## src/rtl/dcm_sup_pkg.sv

```systemverilog
// Shared state encodings and default timing constants for the DCM lock supervisor.
package dcm_sup_pkg;

    typedef enum logic [2:0] {
        WAIT_LOCK = 3'd0,
        RESET     = 3'd1,
        SETTLE    = 3'd2,
        READY     = 3'd3,
        FAULT     = 3'd4
    } dcm_state_t;

    localparam int TIMER_W = 16;

    localparam int DEF_TICK_DIV      = 2;
    localparam int DEF_LOCK_TIMEOUT  = 50000;
    localparam int DEF_RESET_CYCLES  = 10;
    localparam int DEF_STABLE_CYCLES = 1024;
    localparam int DEF_MAX_RETRIES   = 15;

endpackage

```

## src/rtl/dcm_channel_fsm.sv

```systemverilog
// One supervised DCM: lock synchronizer, lock/reset/settle FSM and its counters.
// Optional retry limit with FAULT state is enabled by DCM_RETRY_LIMIT_EN.
module dcm_channel_fsm
    import dcm_sup_pkg::*;
#(
    parameter int LOCK_TIMEOUT  = DEF_LOCK_TIMEOUT,
    parameter int RESET_CYCLES  = DEF_RESET_CYCLES,
    parameter int STABLE_CYCLES = DEF_STABLE_CYCLES,
    parameter int MAX_RETRIES   = DEF_MAX_RETRIES
) (
    input  logic clk,
    input  logic reset_n,
    input  logic tick,
    input  logic locked_async,
    output logic dcm_reset,
    output logic channel_ready,
    output logic lost_lock,
    output logic fault
);

    logic               sync_q;
    logic               lk;
    dcm_state_t         state, state_next;
    logic [TIMER_W-1:0] timer, timer_next;
    logic [TIMER_W-1:0] stable_cnt, stable_next;
    logic               lost_next;
`ifdef DCM_RETRY_LIMIT_EN
    logic [3:0]         retry_cnt, retry_next;
`endif

    always_comb begin
        state_next  = state;
        timer_next  = timer;
        stable_next = stable_cnt;
        lost_next   = 1'b0;
`ifdef DCM_RETRY_LIMIT_EN
        retry_next  = retry_cnt;
`endif
        case (state)
            WAIT_LOCK: begin
                // A lock seen on the timeout tick still wins over the reset pulse
                if (lk) begin
                    state_next  = SETTLE;
                    stable_next = '0;
                end else if (tick) begin
                    if (timer == TIMER_W'(LOCK_TIMEOUT - 1)) begin
                        timer_next = '0;
`ifdef DCM_RETRY_LIMIT_EN
                        state_next = (retry_cnt == 4'(MAX_RETRIES)) ? FAULT : RESET;
`else
                        state_next = RESET;
`endif
                    end else begin
                        timer_next = timer + 1'b1;
                    end
                end
            end
            RESET: begin
                if (tick) begin
                    if (timer == TIMER_W'(RESET_CYCLES - 1)) begin
                        state_next = WAIT_LOCK;
                        timer_next = '0;
`ifdef DCM_RETRY_LIMIT_EN
                        if (retry_cnt != 4'hF) retry_next = retry_cnt + 4'd1;
`endif
                    end else begin
                        timer_next = timer + 1'b1;
                    end
                end
            end
            SETTLE: begin
                if (!lk) begin
                    state_next = WAIT_LOCK;
                    timer_next = '0;
                end else if (tick) begin
                    stable_next = stable_cnt + 1'b1;
                    if (stable_cnt == TIMER_W'(STABLE_CYCLES - 1)) state_next = READY;
                end
            end
            READY: begin
`ifdef DCM_RETRY_LIMIT_EN
                retry_next = '0;
`endif
                if (!lk) begin
                    state_next = WAIT_LOCK;
                    timer_next = '0;
                    lost_next  = 1'b1;
                end
            end
            FAULT: begin
                state_next = FAULT;
            end
            default: begin
                state_next = WAIT_LOCK;
            end
        endcase
    end

    // Outputs are registered decodes of the next state so they move with the state
    always_ff @(posedge clk) begin
        if (!reset_n) begin
            sync_q        <= 1'b0;
            lk            <= 1'b0;
            state         <= WAIT_LOCK;
            timer         <= '0;
            stable_cnt    <= '0;
            dcm_reset     <= 1'b0;
            channel_ready <= 1'b0;
            lost_lock     <= 1'b0;
`ifdef DCM_RETRY_LIMIT_EN
            retry_cnt     <= '0;
            fault         <= 1'b0;
`endif
        end else begin
            sync_q        <= locked_async;
            lk            <= sync_q;
            state         <= state_next;
            timer         <= timer_next;
            stable_cnt    <= stable_next;
            dcm_reset     <= (state_next == RESET);
            channel_ready <= (state_next == READY);
            lost_lock     <= lost_next;
`ifdef DCM_RETRY_LIMIT_EN
            retry_cnt     <= retry_next;
            fault         <= (state_next == FAULT);
`endif
        end
    end

`ifndef DCM_RETRY_LIMIT_EN
    assign fault = 1'b0;
`endif

endmodule

```

## src/rtl/dcm_lock_supervisor.sv

```systemverilog
// Supervises all DCM_SP channels: shared tick prescaler, per-channel FSMs, global ready.
// Define DCM_RETRY_LIMIT_EN to latch a per-channel fault after MAX_RETRIES reset pulses.
module dcm_lock_supervisor
    import dcm_sup_pkg::*;
#(
    parameter int NUM_DCM       = 2,
    parameter int TICK_DIV      = DEF_TICK_DIV,
    parameter int LOCK_TIMEOUT  = DEF_LOCK_TIMEOUT,
    parameter int RESET_CYCLES  = DEF_RESET_CYCLES,
    parameter int STABLE_CYCLES = DEF_STABLE_CYCLES,
    parameter int MAX_RETRIES   = DEF_MAX_RETRIES
) (
    input  logic               input_clk,
    input  logic               reset_n,
    input  logic [NUM_DCM-1:0] dcm_locked,
    output logic [NUM_DCM-1:0] dcm_reset,
    output logic [NUM_DCM-1:0] channel_ready,
    output logic               all_ready,
    output logic [NUM_DCM-1:0] lost_lock,
    output logic [NUM_DCM-1:0] fault
);

    logic [15:0] pre_cnt;
    logic        tick;

    assign tick = (pre_cnt == 16'(TICK_DIV - 1));

    always_ff @(posedge input_clk) begin
        if (!reset_n) begin
            pre_cnt   <= '0;
            all_ready <= 1'b0;
        end else begin
            pre_cnt   <= tick ? 16'd0 : pre_cnt + 16'd1;
            all_ready <= &channel_ready;
        end
    end

    for (genvar i = 0; i < NUM_DCM; i++) begin : g_chan
        dcm_channel_fsm #(
            .LOCK_TIMEOUT (LOCK_TIMEOUT),
            .RESET_CYCLES (RESET_CYCLES),
            .STABLE_CYCLES(STABLE_CYCLES),
            .MAX_RETRIES  (MAX_RETRIES)
        ) u_chan (
            .clk          (input_clk),
            .reset_n      (reset_n),
            .tick         (tick),
            .locked_async (dcm_locked[i]),
            .dcm_reset    (dcm_reset[i]),
            .channel_ready(channel_ready[i]),
            .lost_lock    (lost_lock[i]),
            .fault        (fault[i])
        );
    end

endmodule

```

## config.mk

```make
export PLATFORM = sky130hd
export DESIGN_NAME = dcm_lock_supervisor
export DESIGN_NICKNAME = d
export VERILOG_FILES = /design/src/rtl/dcm_sup_pkg.sv /design/src/rtl/dcm_channel_fsm.sv /design/src/rtl/dcm_lock_supervisor.sv
export SDC_FILE = /design/constraint.sdc
export NUM_CORES = 1
export LEC_CHECK = 0
export CAP_MARGIN = 0
export CORE_MARGIN = 3
export CORE_UTILIZATION = 25
export CTS_CLUSTER_DIAMETER = 30
export DETAILED_ROUTE_END_ITERATION = 7
export MAX_ROUTING_LAYER = met4
export PLACE_DENSITY = 0.44
export SYNTH_ARGS = -nofsm -noshare
export SYNTH_HDL_FRONTEND = slang
export SYNTH_HIERARCHICAL = 1
export SYNTH_SLANG_ARGS = --single-unit
```

## constraint.sdc

```tcl
create_clock -name input_clk -period 5.1 [get_ports input_clk]
set_clock_uncertainty 0.05 [all_clocks]
set_input_delay 1.53 -clock input_clk [delete_from_list [all_inputs] [get_ports input_clk]]
set_output_delay 1.53 -clock input_clk [all_outputs]
set_load 0.05 [all_outputs]
```

### Word level (Yosys, flattened, before mapping)

Cells that the tools add are included.
Widths: inputs -> output; s select.

* logic and storage cells: 117
* register bits after elaboration: 97
* input bits: 4
* output and inout port bits: 9

* bitwise operators: 1
* mux-type cells: 44
* reduce and logical (&&, ||, !) cells: 16
* equal/unequal tests: 33
* add/subtract/negate cells: 5

Operator list (count)
* $mux 16: 18
* $pmux 16 s3: 2
* $add 16x1->16 const B: 5
* $pmux 16 s2: 2
* $mux 3: 18
* $eq 16x10->1 const B: 2
* $eq 16x16->1 const B: 2
* $eq 16x4->1 const B: 2
* $pmux 3 s5: 2
* $ne 2x2->1 const B: 10
* $eq 3x2->1 const B: 6
* $eq 16x1->1 const B: 1
* $eq 3x1->1 const B: 4
* $reduce_and 5->1: 2
* $ne 2x1->1 const B: 4
* $reduce_and 4->1: 2
* $eq 3x3->1 const B: 2
* $logic_not 3->1: 2
* $reduce_and 2->1: 3
* $reduce_bool 3->1: 2
* $reduce_or 2->1: 3
* $reduce_bool 2->1: 2
* $mux 1: 2
* $not 1->1: 1

### Logic depth before layout (Yosys ltp)

Gate-level depths: netlist of the first run.

* depth after elaboration: 6
* gate-level depth with buffers: 10
* depth with buffers taken out: 9

### Cells and area by module

Netlist of the first run, hierarchy kept.

Modules (own cells, without submodules)
* dcm_channel_fsm: area an instance 1979.4 um^2, seq. area each 800.8 um^2, times used 2, cells an instance 225
* dcm_lock_supervisor: area an instance 805.8 um^2, seq. area each 340.3 um^2, times used 1, cells an instance 87

### Worst setup path before layout of the first run

Ideal clock, no wire load.

* kind: in2reg
* from: input reset_n
* to: register g_chan[0].u_chan.stable_cnt[10]
* setup time: 128 ps
* path buffers: 1
* cell stages on the path: 4
* setup slack: 2756 ps
* required time: 4922 ps
* arrival time: 2166 ps
* cells stage by stage: inv_1 > a31o_2 > clkbuf_1 > nor2_1

RTL lines
* start, declared: line dcm_lock_supervisor.sv:14 `input logic reset_n,`
* end signal, assigned: line dcm_channel_fsm.sv:119 `stable_cnt <= stable_next;`
* end, declared: line dcm_channel_fsm.sv:25 `logic [TIMER_W-1:0] stable_cnt, stable_next;`

### Final worst setup path of the first run

* from: input g_chan[1].u_chan.channel_ready
* to: output channel_ready[1]

RTL lines
* start, declared: line dcm_channel_fsm.sv:16 `output logic channel_ready,`
* end, declared: line dcm_lock_supervisor.sv:17 `output logic [NUM_DCM-1:0] channel_ready,`

No word-level cell between the ends.

==> results of run 1 <==
final timing paths:
path / slack (ps) / from / cells past startpoint / endpoint
max: 2020 / g_chan[1].u_chan/channel_ready / 1 / channel_ready[1]
min: 380 / g_chan[0].u_chan/sync_q / 1 / g_chan[0].u_chan/lk
max reg2reg: 2420 / pre_cnt[0] / 7 / g_chan[1].u_chan/timer[8]
min reg2reg: 380 / g_chan[0].u_chan/sync_q / 1 / g_chan[0].u_chan/lk
sequential cells by signal (all words and copies together) (netlist names):
name	count
pre_cnt	16
all_ready	1
g_chan.u_chan/dcm_reset	2
g_chan.u_chan/lost_lock	2
g_chan.u_chan/sync_q	2
g_chan.u_chan/timer	32
g_chan.u_chan/lk	2
g_chan.u_chan/channel_ready	2
g_chan.u_chan/state	6
g_chan.u_chan/stable_cnt	32
routing by layer:
metal | global-route usage | up-vias
met2 | 0.1529 | 29
li1 | - | 1913
met5 | - | -
met1 | 0.1357 | 1747
met3 | 0.01984 | 11
met4 | 0.04757 | 0
synthesized netlist by cell type (3+ instances only):
cell type / count
nand3_1: 33
dfxtp_1: 97
nor3_1: 17
or4_4: 3
nand4_1: 26
clkbuf_1: 4
o21ai_0: 10
nor4b_1: 5
xnor2_1: 28
nor4_1: 6
a21oi_1: 16
nor3b_2: 4
nor3_2: 4
or2b_1: 4
nand2_1: 33
a31oi_1: 4
buf_6: 4
buf_4: 8
ha_1: 8
xor2_1: 25
and3_1: 7
and4_1: 16
nor2_1: 81
nand4_2: 3
nand2b_1: 7
inv_1: 15
or3_1: 8
and2_1: 15
cell type report:
class                           count  share of cell area
Clock inverter                      4             0.01839
Timing Repair Buffer               11             0.02002
Multi-Input combinational cell    407              0.4906
Tap cell                          229             0.05332
Inverter                           15             0.01048
Clock buffer                       12             0.04587
Sequential cell                    97              0.3614
logic make-up after synthesis:
group           share of synthesized area
flops                              0.4076
other cells                      0.001576
buf+inv                           0.03913
xor+xnor                          0.09743
simple gates                       0.3459
compound gates                    0.08272
fa+ha+maj                         0.02101
mux                              0.004727
stage by stage:
stage | std cells | hold slack (ps) | setup slack (ps) | power (mW) | instance area [um2]
after floorplan | 537 | 361.8 | 2756 | 0.8659 | 4765
after global placement | 759 | 366.1 | 2000 | 0.8824 | 5029
after detailed placement | 759 | 369.5 | 1953 | 0.8845 | 5029
after CTS | 775 | 385.6 | 1976 | 1.680 | 5374
after global routing | 775 | 398.6 | 1941 | 1.722 | 5374
final | 775 | 383.6 | 2021 | 1.645 | 5374
power by group through the flow:
stage	sequential (mW)	combinational (mW)	clock, mW
after floorplan	0.791	0.0751	0
after global placement	0.796	0.0866	0
after detailed placement	0.796	0.0885	0
after CTS	0.779	0.0888	0.813
after global routing	0.780	0.0994	0.843
final	0.779	0.0868	0.780
==> results.yml, run 1 <==
status:
  status: "finished, final reports clean"
cells_and_area:
  drive_gt1_frac: 0.08791
  area_growth_syn_to_layout_pct: 12.79
  seq_area_um2: 1942
  fin_util: 0.2932
  layout_common_cells: "97 x dfxtp_1, 81 x nor2_1, 33 x nand3_1, 33 x nand2_1, 28 x xnor2_1"
  n_antenna_cell: 0
  multi_input_comb_area_um2: 2636
  nFillCells: 1942
  fin_nets: 553
  mostFrequentLayoutCell: "dfxtp_1"
synthesis:
  synth_fp_nets: 549
  ys_top_cells_by_area: "dfxtp_1 41%, nor2_1 6.4%, xnor2_1 5.1%"
  synthCells: 537
  ys_warn_count: 6
  yosysSeqAreaShare: 0.4076
  avgSynthCellArea_um2: 8.873
  synth_edf_count: 0
  synthArstFlopShare: 0
  synth_top_cell_by_area: "dfxtp_1"
  ys.flop_type: "dfxtp_1"
  syn_area_um2: 4765
  synth_cell_types: 53
  yosysTopAreaCellShare: 0.4076
  synth_seq_cells: 97
floorplan:
  io_pins: 13
  start_util: 0.2599
  core-area_um2: 18330
  die_h_um: 144.1
  die_area_um2: 20750
  die_x_um: 144.1
  rows: 49
timing:
  min_period_ps: 3079
  max_slew_margin: 0.5978
  fin_crit_sh: 0.6037
  worst_pin_slew_ps: 603.3
  final_max_slew_viol_count: 0
  rsz0062_at_grt: "false"
  setup_viol: 0
  finalHoldViolations: 0
  tns_ps: 0
  fmaxAchievable_mhz: 324.8
clock_tree:
  ctsResizeCount: 0
  numCtsBuffers: 9
  clk_latency_ps: 340
  cts_root_buf: "clkbuf_16"
  clkTransAtPathRegs_ps: 70
  cts_tree: "yes"
  htreeDepth: 3
  cts_setup_buffers: 0
  cts_sinks: 97
  hold_buffers: 0
  cts_buffer_depth: 2
critical_path:
  arrival_ps: 1500
  worstPathRequired_ps: 3520
  cp_cell_sequence: "clkdlybuf4s50_1"
  critical_path.top_delay_family: "buffers and inverters"
  cp_max_fo: 2
  cp-end-kind: "output port"
  slowest_delay_ps: 810
  critPathKind: "reg2out"
  slowest_stage: "clkdlybuf4s50_1"
  critPathBufInv: 1
  start_kind: "flip-flop"
grt:
  grt_pass1_vias: 3548
  grt_overflow_total: 0
  grt_max_degree: 19
  grt_pass1_wl_um: 16910
  antenna_found_initial: 0
  track_usage: 0.1031
route:
  drtIter0Drc: 183
  first_pass_iters: 6
  top_layer_used: "met4"
  routed_wl_um: 9591
  met3_wirelength_um: 191
  met1_length_um: 5018
  drcViolationCount: 0
  wl_per_cell_um: 12.38
  drt-vias-per-instance: 4.774
  wl_met2_um: 4202
  route.vias.total: 3700
  postRouteAntennaNets: 0
power_and_ir_drop:
  p_sw_mw: 0.3583
  p_sw_frac: 0.2177
  p_leak_nw: 1.754
  powerDensity_nw_per_um2: 306.2
  p_int_mw: 1.287
  p_clk_frac: 0.474
  sequentialPowerShare: 0.473
  irDropWorstVdd_uv: 141.4
  pwr-share-comb: 0.053
placed_design:
  io_buffer_count: 10
  dp_hpwl_um: 6746
  gp_congestion: 0.7801
worst_hold_path:
  min_path_type: "reg2reg"
job:
  drv_cap: 0
(Power assumes the default switching activity.)
==> inputs of run 2 (changes only) <==
- PLACE_DENSITY: 0.44 -> 0.45
- clock period: 5.1 -> 2.6 ns (I/O delays scaled with it)
==> results.yml, run 2 (synthesis gave the netlist of run 1 again) <==
timing:
  min_period_ps: 2381
  worst_hold_slack_ps: 383.2
  finalHoldViolations: 0
  setup_viol: 0
  final_max_slew_viol_count: 0
  fmaxAchievable_mhz: 419.9
  rsz0062_at_grt: "false"
  tns_ps: 0
  fin_crit_sh: 0.9159
  worst_pin_slew_ps: 632.5
  max_slew_margin: 0.5784
floorplan:
  rows: 49
  start_util: 0.2599
  die_h_um: 144.1
  die_x_um: 144.1
  io_pins: 13
  core-area_um2: 18330
  die_area_um2: 20750
grt:
  track_usage: 0.1066
  grt_pass1_vias: 3598
  grt_pass1_wl_um: 17410
  grt_max_degree: 17
  antenna_found_initial: 0
  grt_overflow_total: 0
critical_path:
  slowest_stage: "a2111oi_4"
  critical_path_depth: 9
  cp-end-kind: "flip-flop"
  cp_cell_sequence: "inv_1, ha_1, nor4b_1, and4_2, o21bai_1, a2111oi_4, nand3_1, xor2_1, nor2_1"
  worstRegToRegCells: 9
  cp_max_fo: 9
  worstPathRequired_ps: 2780
  start_kind: "flip-flop"
  critical_path.top_delay_family: "simple AND/OR/NAND/NOR gates"
  critPathBufInv: 1
  critPathKind: "reg2reg"
  slowest_delay_ps: 510
  arrival_ps: 2560
worst_hold_path:
  hold_path_depth: 1
  min_path_type: "reg2reg"
clock_tree:
  cts_buffer_depth: 2
  cts_sinks: 97
  hold_buffers: 0
  cts_setup_buffers: 0
  clk_latency_ps: 340
  clkTransAtPathRegs_ps: 60
  numCtsBuffers: 9
  cts_tree: "yes"
  ctsResizeCount: 0
  htreeDepth: 3
  cts_root_buf: "clkbuf_16"
cells_and_area:
  drive_gt1_frac: 0.1025
  area_growth_syn_to_layout_pct: 12.61
  layout_common_cells: "97 x dfxtp_1, 81 x nor2_1, 33 x nand3_1, 33 x nand2_1, 28 x xnor2_1"
  nFillCells: 1906
  n_antenna_cell: 0
  mostFrequentLayoutCell: "dfxtp_1"
  instances_no_fill: 785
  fin_nets: 565
  largestRegisters: "g_chan.u_chan/stable_cnt: 32 flops, g_chan.u_chan/timer: 32 flops, pre_cnt: 16 flops"
status:
  status: "finished, final reports clean"
route:
  drcViolationCount: 0
  first_pass_iters: 4
  postRouteAntennaNets: 0
  wl_per_cell_um: 12.67
  drtIter0Drc: 281
  drt-vias-per-instance: 4.777
  route.vias.total: 3750
  routed_wl_um: 9947
placed_design:
  gp_congestion: 0.8179
  dp_hpwl_um: 7030
  io_buffer_count: 10
  dp.cells: 771
power_and_ir_drop:
  powerDensity_nw_per_um2: 538.2
  irDropWorstVdd_uv: 243.1
  p_leak_nw: 1.767
job:
  drv_cap: 0
[run 2: path summary, 6_finish.rpt]
path	start	endpoint	slack [ps]
max reg2reg	pre_cnt[1]	g_chan[1].u_chan/timer[13]	220
max	pre_cnt[1]	g_chan[1].u_chan/timer[13]	220
min	g_chan[1].u_chan/sync_q	g_chan[1].u_chan/lk	380
min reg2reg	g_chan[1].u_chan/sync_q	g_chan[1].u_chan/lk	380
[run 2: final cells by class]
cell class	count	area (um2)	share of cell area
multi-input cells	407	2638	0.4916
clock buffers	13	240.2	0.04478
flip-flops and latches	97	1942	0.3619
well taps	229	286.5	0.05340
repair buffers	23	197.7	0.03685
clock inverters	1	5.005	0.0009328
inverters	15	56.30	0.01049
[run 2: through the flow]
step                worst slack (ps)    util  total power, mW  cell area, um2
global route                   21.74  0.2927            3.041            5365
CTS                            101.1  0.2926            2.947            5364
floorplan                      464.7       -            1.698            4765
detailed placement             111.4  0.2792            1.754            5119
global placement               170.1  0.2792            1.750            5119
finish                         218.7  0.2927            2.888            5365
[run 2: power breakdown]
group | internal [mW] | switching (mW)
Sequential | 1.50 | 0.0206
Clock | 0.638 | 0.531
Combinational | 0.0674 | 0.128
Total | 2.21 | 0.679
[run 2: per-layer routing]
metal | global-route usage | vias to the layer above | share of wire | routed length, um
met5 | - | - | 0 | 0
li1 | - | 1931 | - | -
met4 | 0.04807 | 0 | 0.022 | 223
met2 | 0.1617 | 40 | 0.46 | 4557
met3 | 0.01885 | 13 | 0.017 | 171
met1 | 0.1387 | 1766 | 0.50 | 4994
